**src/rtl/mips_commit_trace_pkg.sv**
```systemverilog
// Shared definitions for the MIPS commit-trace unit.
// Holds the trace FSM state codes, the event kind encodings and a helper
// that computes the packed entry width / field offsets from the block
// parameters. Entry layout, MSB first: {kind, tag, data, ts}.
package mips_commit_trace_pkg;

  typedef enum logic [1:0] {
    TRACE_IDLE    = 2'd0,
    TRACE_ARMED   = 2'd1,
    TRACE_CAPTURE = 2'd2,
    TRACE_STOPPED = 2'd3
  } trace_state_e;

  localparam logic TRACE_KIND_REG = 1'b0;
  localparam logic TRACE_KIND_MEM = 1'b1;

  // Total entry width.
  function automatic int unsigned trace_entry_w(input int unsigned tag_w,
                                                input int unsigned data_w,
                                                input int unsigned ts_w);
    return 1 + tag_w + data_w + ts_w;
  endfunction

  // Field offsets (LSB position of each field).
  function automatic int unsigned trace_ts_lsb();
    return 0;
  endfunction

  function automatic int unsigned trace_data_lsb(input int unsigned ts_w);
    return ts_w;
  endfunction

  function automatic int unsigned trace_tag_lsb(input int unsigned data_w,
                                                input int unsigned ts_w);
    return data_w + ts_w;
  endfunction

  function automatic int unsigned trace_kind_lsb(input int unsigned tag_w,
                                                 input int unsigned data_w,
                                                 input int unsigned ts_w);
    return tag_w + data_w + ts_w;
  endfunction

endpackage

```
**src/rtl/mips_commit_trace_ram.sv**
```systemverilog
// Trace entry storage: DEPTH x ENTRY_W, one write port and one registered
// read port (1-cycle read latency). The read register is reset to zero and
// holds its value whenever no read is requested.
// Ports:
//   clk, reset           clock, synchronous active-high reset (read reg only)
//   we_i, waddr_i, wdata_i  write port
//   re_i, raddr_i        read request and address
//   rdata_o              registered read data
module mips_commit_trace_ram #(
  parameter int unsigned DEPTH   = 16,
  parameter int unsigned ENTRY_W = 57
) (
  input  logic                     clk,
  input  logic                     reset,
  input  logic                     we_i,
  input  logic [$clog2(DEPTH)-1:0] waddr_i,
  input  logic [ENTRY_W-1:0]       wdata_i,
  input  logic                     re_i,
  input  logic [$clog2(DEPTH)-1:0] raddr_i,
  output logic [ENTRY_W-1:0]       rdata_o
);

  logic [ENTRY_W-1:0] mem_q [DEPTH];
  logic [ENTRY_W-1:0] rdata_q;

  always_ff @(posedge clk) begin
    if (we_i) begin
      mem_q[waddr_i] <= wdata_i;
    end
  end

  always_ff @(posedge clk) begin
    if (reset) begin
      rdata_q <= '0;
    end else if (re_i) begin
      rdata_q <= mem_q[raddr_i];
    end
  end

  assign rdata_o = rdata_q;

endmodule

```
**src/rtl/mips_commit_trace.sv**
```systemverilog
// Commit-trace unit: snoops WB register writes and MEM stores, timestamps
// them with a free-running cycle counter and stores them in a circular
// buffer that is read out once capture has stopped.
// Ports:
//   clk, reset                 clock, synchronous active-high reset
//   i_arm, i_stop              arm (clears buffer) / force stop
//   i_trig_cycle               cycle at which ARMED moves to CAPTURE
//   i_wb_*                     WB register writeback snoop
//   i_mem_*                    MEM store snoop
//   i_rd_en                    pop oldest entry (STOPPED only)
//   o_rd_valid, o_rd_entry     read result {kind, tag, data, ts}
//   o_count, o_dropped         entries held, saturating lost-event count
//   o_state, o_cycle           FSM state, cycle counter
module mips_commit_trace
  import mips_commit_trace_pkg::*;
#(
  parameter int unsigned DATA_WIDTH = 32,
  parameter int unsigned DEPTH      = 16,
  parameter int unsigned TS_WIDTH   = 16,
  parameter int unsigned TAG_WIDTH  = 8,
  parameter int unsigned WRAP       = 0
) (
  input  logic                                     clk,
  input  logic                                     reset,
  input  logic                                     i_arm,
  input  logic                                     i_stop,
  input  logic [TS_WIDTH-1:0]                      i_trig_cycle,
  input  logic                                     i_wb_reg_write,
  input  logic [4:0]                               i_wb_write_register,
  input  logic [DATA_WIDTH-1:0]                    i_wb_write_data,
  input  logic                                     i_mem_write,
  input  logic [DATA_WIDTH-1:0]                    i_mem_addr,
  input  logic [DATA_WIDTH-1:0]                    i_mem_write_data,
  input  logic                                     i_rd_en,
  output logic                                     o_rd_valid,
  output logic [1+TAG_WIDTH+DATA_WIDTH+TS_WIDTH-1:0] o_rd_entry,
  output logic [$clog2(DEPTH):0]                   o_count,
  output logic [15:0]                              o_dropped,
  output logic [1:0]                               o_state,
  output logic [TS_WIDTH-1:0]                      o_cycle
);

  localparam int unsigned AW      = $clog2(DEPTH);
  localparam int unsigned CW      = AW + 1;
  localparam int unsigned ENTRY_W = trace_entry_w(TAG_WIDTH, DATA_WIDTH, TS_WIDTH);

  trace_state_e        state_q, state_d;
  logic [TS_WIDTH-1:0] cycle_q;
  logic [AW-1:0]       wr_ptr_q, wr_ptr_d;
  logic [AW-1:0]       rd_ptr_q, rd_ptr_d;
  logic [CW-1:0]       count_q, count_d;
  logic [15:0]         dropped_q, dropped_d;
  logic                pend_valid_q, pend_valid_d;
  logic [ENTRY_W-1:0]  pend_entry_q, pend_entry_d;
  logic                rd_valid_q, rd_valid_d;

  logic                reg_ev, mem_ev, full, clear, wr_req;
  logic [ENTRY_W-1:0]  reg_entry, mem_entry;
  logic                ram_we, ram_re;
  logic [ENTRY_W-1:0]  ram_wdata;
  logic [1:0]          drop_inc;
  logic [16:0]         drop_sum;
  logic                unused_addr_bits;

  assign reg_ev    = i_wb_reg_write && (i_wb_write_register != 5'd0);
  assign mem_ev    = i_mem_write;
  assign reg_entry = {TRACE_KIND_REG, TAG_WIDTH'(i_wb_write_register), i_wb_write_data, cycle_q};
  assign mem_entry = {TRACE_KIND_MEM, i_mem_addr[TAG_WIDTH+1:2], i_mem_write_data, cycle_q};
  assign full      = (count_q == CW'(DEPTH));

  // Address bits outside the tag window are intentionally not traced.
  assign unused_addr_bits = ^{i_mem_addr[DATA_WIDTH-1:TAG_WIDTH+2], i_mem_addr[1:0]};

  always_comb begin
    state_d      = state_q;
    wr_ptr_d     = wr_ptr_q;
    rd_ptr_d     = rd_ptr_q;
    count_d      = count_q;
    pend_valid_d = pend_valid_q;
    pend_entry_d = pend_entry_q;
    rd_valid_d   = 1'b0;
    ram_we       = 1'b0;
    ram_re       = 1'b0;
    ram_wdata    = pend_entry_q;
    wr_req       = 1'b0;
    drop_inc     = 2'd0;
    clear        = 1'b0;

    unique case (state_q)
      TRACE_IDLE: begin
        if (i_stop) begin
          state_d = TRACE_STOPPED;
          clear   = 1'b1;
        end else if (i_arm) begin
          state_d = TRACE_ARMED;
          clear   = 1'b1;
        end
      end

      TRACE_ARMED: begin
        if (i_stop) begin
          state_d = TRACE_STOPPED;
        end else if (cycle_q == i_trig_cycle) begin
          state_d = TRACE_CAPTURE;
        end
      end

      TRACE_CAPTURE: begin
        // Candidate order is pending, register, memory: the first goes to
        // the buffer, the second to the pending slot, a third is dropped.
        if (pend_valid_q) begin
          wr_req    = 1'b1;
          ram_wdata = pend_entry_q;
          if (reg_ev) begin
            pend_entry_d = reg_entry;
            if (mem_ev) begin
              drop_inc = drop_inc + 2'd1;
            end
          end else if (mem_ev) begin
            pend_entry_d = mem_entry;
          end else begin
            pend_valid_d = 1'b0;
          end
        end else if (reg_ev) begin
          wr_req    = 1'b1;
          ram_wdata = reg_entry;
          if (mem_ev) begin
            pend_valid_d = 1'b1;
            pend_entry_d = mem_entry;
          end
        end else if (mem_ev) begin
          wr_req    = 1'b1;
          ram_wdata = mem_entry;
        end

        if (wr_req) begin
          if (!full) begin
            ram_we   = 1'b1;
            wr_ptr_d = wr_ptr_q + AW'(1);
            count_d  = count_q + CW'(1);
          end else if (WRAP != 0) begin
            // Overwrite oldest: both pointers advance, count stays at DEPTH.
            ram_we   = 1'b1;
            wr_ptr_d = wr_ptr_q + AW'(1);
            rd_ptr_d = rd_ptr_q + AW'(1);
          end else begin
            drop_inc = drop_inc + 2'd1;
          end
        end

        if (i_stop) begin
          state_d = TRACE_STOPPED;
        end else if ((WRAP == 0) && (count_d == CW'(DEPTH))) begin
          state_d = TRACE_STOPPED;
        end

        // A pending entry cannot survive leaving capture.
        if ((state_d != TRACE_CAPTURE) && pend_valid_d) begin
          pend_valid_d = 1'b0;
          drop_inc     = drop_inc + 2'd1;
        end
      end

      TRACE_STOPPED: begin
        if (i_arm && !i_stop) begin
          state_d = TRACE_ARMED;
          clear   = 1'b1;
        end else if (i_rd_en && (count_q != '0)) begin
          ram_re     = 1'b1;
          rd_valid_d = 1'b1;
          rd_ptr_d   = rd_ptr_q + AW'(1);
          count_d    = count_q - CW'(1);
        end
      end
    endcase

    drop_sum  = {1'b0, dropped_q} + 17'(drop_inc);
    dropped_d = drop_sum[16] ? '1 : drop_sum[15:0];

    if (clear) begin
      wr_ptr_d     = '0;
      rd_ptr_d     = '0;
      count_d      = '0;
      dropped_d    = '0;
      pend_valid_d = 1'b0;
    end
  end

  always_ff @(posedge clk) begin
    if (reset) begin
      state_q      <= TRACE_IDLE;
      cycle_q      <= '0;
      wr_ptr_q     <= '0;
      rd_ptr_q     <= '0;
      count_q      <= '0;
      dropped_q    <= '0;
      pend_valid_q <= 1'b0;
      pend_entry_q <= '0;
      rd_valid_q   <= 1'b0;
    end else begin
      state_q      <= state_d;
      cycle_q      <= cycle_q + TS_WIDTH'(1);
      wr_ptr_q     <= wr_ptr_d;
      rd_ptr_q     <= rd_ptr_d;
      count_q      <= count_d;
      dropped_q    <= dropped_d;
      pend_valid_q <= pend_valid_d;
      pend_entry_q <= pend_entry_d;
      rd_valid_q   <= rd_valid_d;
    end
  end

  mips_commit_trace_ram #(
    .DEPTH   (DEPTH),
    .ENTRY_W (ENTRY_W)
  ) u_ram (
    .clk     (clk),
    .reset   (reset),
    .we_i    (ram_we),
    .waddr_i (wr_ptr_q),
    .wdata_i (ram_wdata),
    .re_i    (ram_re),
    .raddr_i (rd_ptr_q),
    .rdata_o (o_rd_entry)
  );

  assign o_rd_valid = rd_valid_q;
  assign o_count    = count_q;
  assign o_dropped  = dropped_q;
  assign o_state    = state_q;
  assign o_cycle    = cycle_q;

endmodule
```
**config.mk**
```make
export PLATFORM = sky130hd
export DESIGN_NAME = mips_commit_trace
export DESIGN_NICKNAME = d
export VERILOG_FILES = /design/src/rtl/mips_commit_trace_pkg.sv /design/src/rtl/mips_commit_trace_ram.sv /design/src/rtl/mips_commit_trace.sv
export SDC_FILE = /design/constraint.sdc
export NUM_CORES = 1
export LEC_CHECK = 0
export CORE_ASPECT_RATIO = 1.1
export CORE_MARGIN = 2
export CORE_UTILIZATION = 55
export CTS_BUF_LIST = sky130_fd_sc_hd__clkbuf_4 sky130_fd_sc_hd__clkbuf_8 sky130_fd_sc_hd__clkbuf_16
export DETAILED_ROUTE_END_ITERATION = 6
export GPL_ROUTABILITY_DRIVEN = 1
export GPL_TIMING_DRIVEN = 1
export PLACE_DENSITY_LB_ADDON = 0.15
export SKIP_LAST_GASP = 1
export SLEW_MARGIN = 20
export SYNTH_ARGS = -nofsm -noshare
export SYNTH_HDL_FRONTEND = slang
export SYNTH_SLANG_ARGS = --single-unit
```
**constraint.sdc**
```tcl
create_clock -name clk -period 12.7 [get_ports clk]
set_clock_uncertainty 0.2 [all_clocks]
set_input_delay 1.905 -clock clk [delete_from_list [all_inputs] [get_ports clk]]
set_output_delay 1.905 -clock clk [all_outputs]
set_load 0.01 [all_outputs]
```
==> metrics.txt <==
outcome=finished, final reports clean; worst reg-to-reg path cell count=13; die span in x=268 microns; cts bufs inserted=105; Syn Nets=2507; cts hold-fix bufs=0; Layout Area Growth over Synthesis=16.5%; setup bufs post-CTS=0; Cells after Synth=2365; # clock sinks=1075; design area=49300 sq um; largest net degree at the start of global routing=75; first-pass detailed-route iteration total=6; routed vias=23100; Yosys warning count=0; Post-synth EDFFs=912; clk_lat worst skew=0.67 ns; nets@finish=2738; Async S/R FF share, synth=0%; antenna viol nets, final=0; Yosys reg bits=1075; placed cells=3514; count of cell types in the netlist=59; fin. max-slew vios=0; Die Ht=295 microns; Leak=15.2 nW; DP HPWL=53500 microns; first-pass GRT wire length=149000 microns; RSZ-0062 raised after global routing=false; Min-Delay Path Class=flop to flop; max_slew headroom=26.5%; P per Cell Area=161 nW/um^2; Place WS=5.50 ns; Critical Path Source=i_wb_write_register[3]; GRT Resource Usage Total=26.0%; PostCTS Resize Cnt=0; Routability Congestion=0.788; WL/cell=27.3 microns; FF-to-FF setup slack=7.39 ns; min Tclk post-route=6.55 ns; final hold vios=0; crit-path max FO=13; crit end category=flop; TritonCTS clock tree=built; final hold slack=0.252 ns; DR iter-0 viols=2332; port buffer count=196; clk slew on worst S/H paths=0.06 ns; Peak VDD IR=111 uV; Max Cap Viol=0; vias in the first global route=23300; H-tree depth=3; worst setup margin=6.15 ns; Congestion Overflow GR=0; crit share post-route=51.6%; Mapped Area=42300 sq um; type of element launching the critical path=primary input; Non-Filler Instances=3715; dpl cell area=45800 sq um; Initial Util=55.6%; post-synthesis sequential area ratio=72.4%; Routed WL=101000 microns; RR Endpoint=o_dropped[4]; final setup violating endpoints=0; Hold Startpoint=u_ram.rdata_o[17]; root buf cell=clkbuf_16; # IOs=221; critical path data arrival time=6.92 ns; Cell Rows=106; share of cells above drive strength 1=22.5%; initial antenna violation count=0; Via density=6.22; Req. time, crit path=13.07 ns; core area=76100 sq um; CTS max path bufs=3; DRC errors left=0; launch point of the worst reg-to-reg path=pend_valid_q; DIE AREA=79200 sq um; Worst Hold Endpoint=u_ram.rdata_o[17]; WS Path Type=primary input to flop; Post-Route Setup TNS=0 ns; Max Fclk=0.153 GHz; Main synth FF type=edfxtp_1; syn_area_per_cell=17.9 sq um; hold depth=2; worst slew pin tran=1.10 ns
[registers in the layout, summed over array words and instances (netlist names)]
name           flops
o_state            2
u_ram.rdata_o     57
o_dropped         16
u_ram.mem_q      912
pend_valid_q       1
wr_ptr_q           4
o_rd_valid         1
rd_ptr_q           4
pend_entry_q      57
o_count            5
o_cycle           16
[placed cells by master, fill, tap and decap left out, drive strengths merged, types with 3 or more instances in the layout]
cell and instances:
nor2b 4, ha 17, nand2 207, nand2b 4, clkinvlp 6, inv 53
and2 3, nor4 5, mux4 285, mux2i 5, nor3 18, xnor2 11
nand4 9, a211oi 7, clkdlybuf4s50 194, edfxtp 912, buf 85, nor2 128
a31oi 39, xor2 36, o21ai 48, a32oi 3, mux2 17, clkbuf 144
dfxtp 163, a21oi 99, clkinv 40, a32o 4, a22oi 38, o22ai 37
bufinv 7, and3 8, or3 4, nand3 19
[metal layers]
metal / global-route usage, % / routed length [microns]
met5: 0 / 0
met2: 43.7 / 51200
met1: 36.0 / 40700
met3: 3.71 / 7210
met4: 7.66 / 2230
[cell families after synthesis]
| group | count (synthesis) | share of synthesized area, % |
|---|---|---|
| adders and majority gates | 19 | 0.577 |
| muxes | 307 | 15.7 |
| DFF | 1075 | 72.4 |
| and+or+nand+nor | 418 | 4.15 |
| buffers and inverters | 206 | 1.95 |
| xor gates and xnor gates | 47 | 0.973 |
| AOI/OAI and AO/OA | 293 | 4.19 |
[synth_stat cells, types with 36 or more instances]
master	instances	area (sq um)
clkbuf_1	100	375
dfxtp_1	163	3260
o22ai_1	37	231
o21ai_0	48	240
mux4_2	285	6420
a22oi_1	38	285
nor2_1	128	480
nand2_1	207	777
buf_2	39	195
xor2_1	36	315
inv_1	50	188
a31oi_1	39	244
a21oi_1	99	495
edfxtp_1	912	27400
[cell type report]
cell class	instances	area [sq um]
multi-input cells	1084	11000
repair buffers	279	2650
clock inverters	55	499
flip-flops and latches	1075	30700
clock buffers	144	2990
well taps	1026	1280
fillers	5246	26800
inverters	51	191
diodes	1	2.50
[through the flow]
step	power, mW	utilization (%)
2_1_floorplan	4.59	-
3_3_place_gp	4.85	60.0
3_5_place_dp	4.90	60.1
4_1_cts	7.97	64.7
5_1_grt	8.18	64.8
6_report	7.93	64.8
[power breakdown]
group          total, mW  switching (mW)  leakage [nW]  internal, mW
Combinational      0.745           0.473          4.10         0.272
Sequential          4.08          0.0378          9.34          4.05
Clock               3.10            1.30          1.74          1.80
Total               7.93            1.81          15.2          6.12
[worst max-delay path: stages]
cell,delay (ns)
clkdlybuf4s50_1,0.54
nor4_1,0.87
a21o_1,0.43
o21ai_0,0.22
a221oi_2,0.34
o211ai_1,0.16
mux2i_1,0.24
ha_1,0.21
inv_1,0.06
fa_1,0.45
nor3_1,0.42
and3_1,0.34
nand3_1,0.43
a21oi_1,0.29
[worst max path at each step]
stage	to	slack, ns
after floorplan	u_ram.mem_q[3][0]	5.08
after global placement	o_dropped[1]	5.61
after detailed placement	o_dropped[4]	5.50
after CTS	o_dropped[4]	6.16
after global routing	o_dropped[4]	5.81
final	o_dropped[4]	6.15
Power figures use the tool's default switching activity.
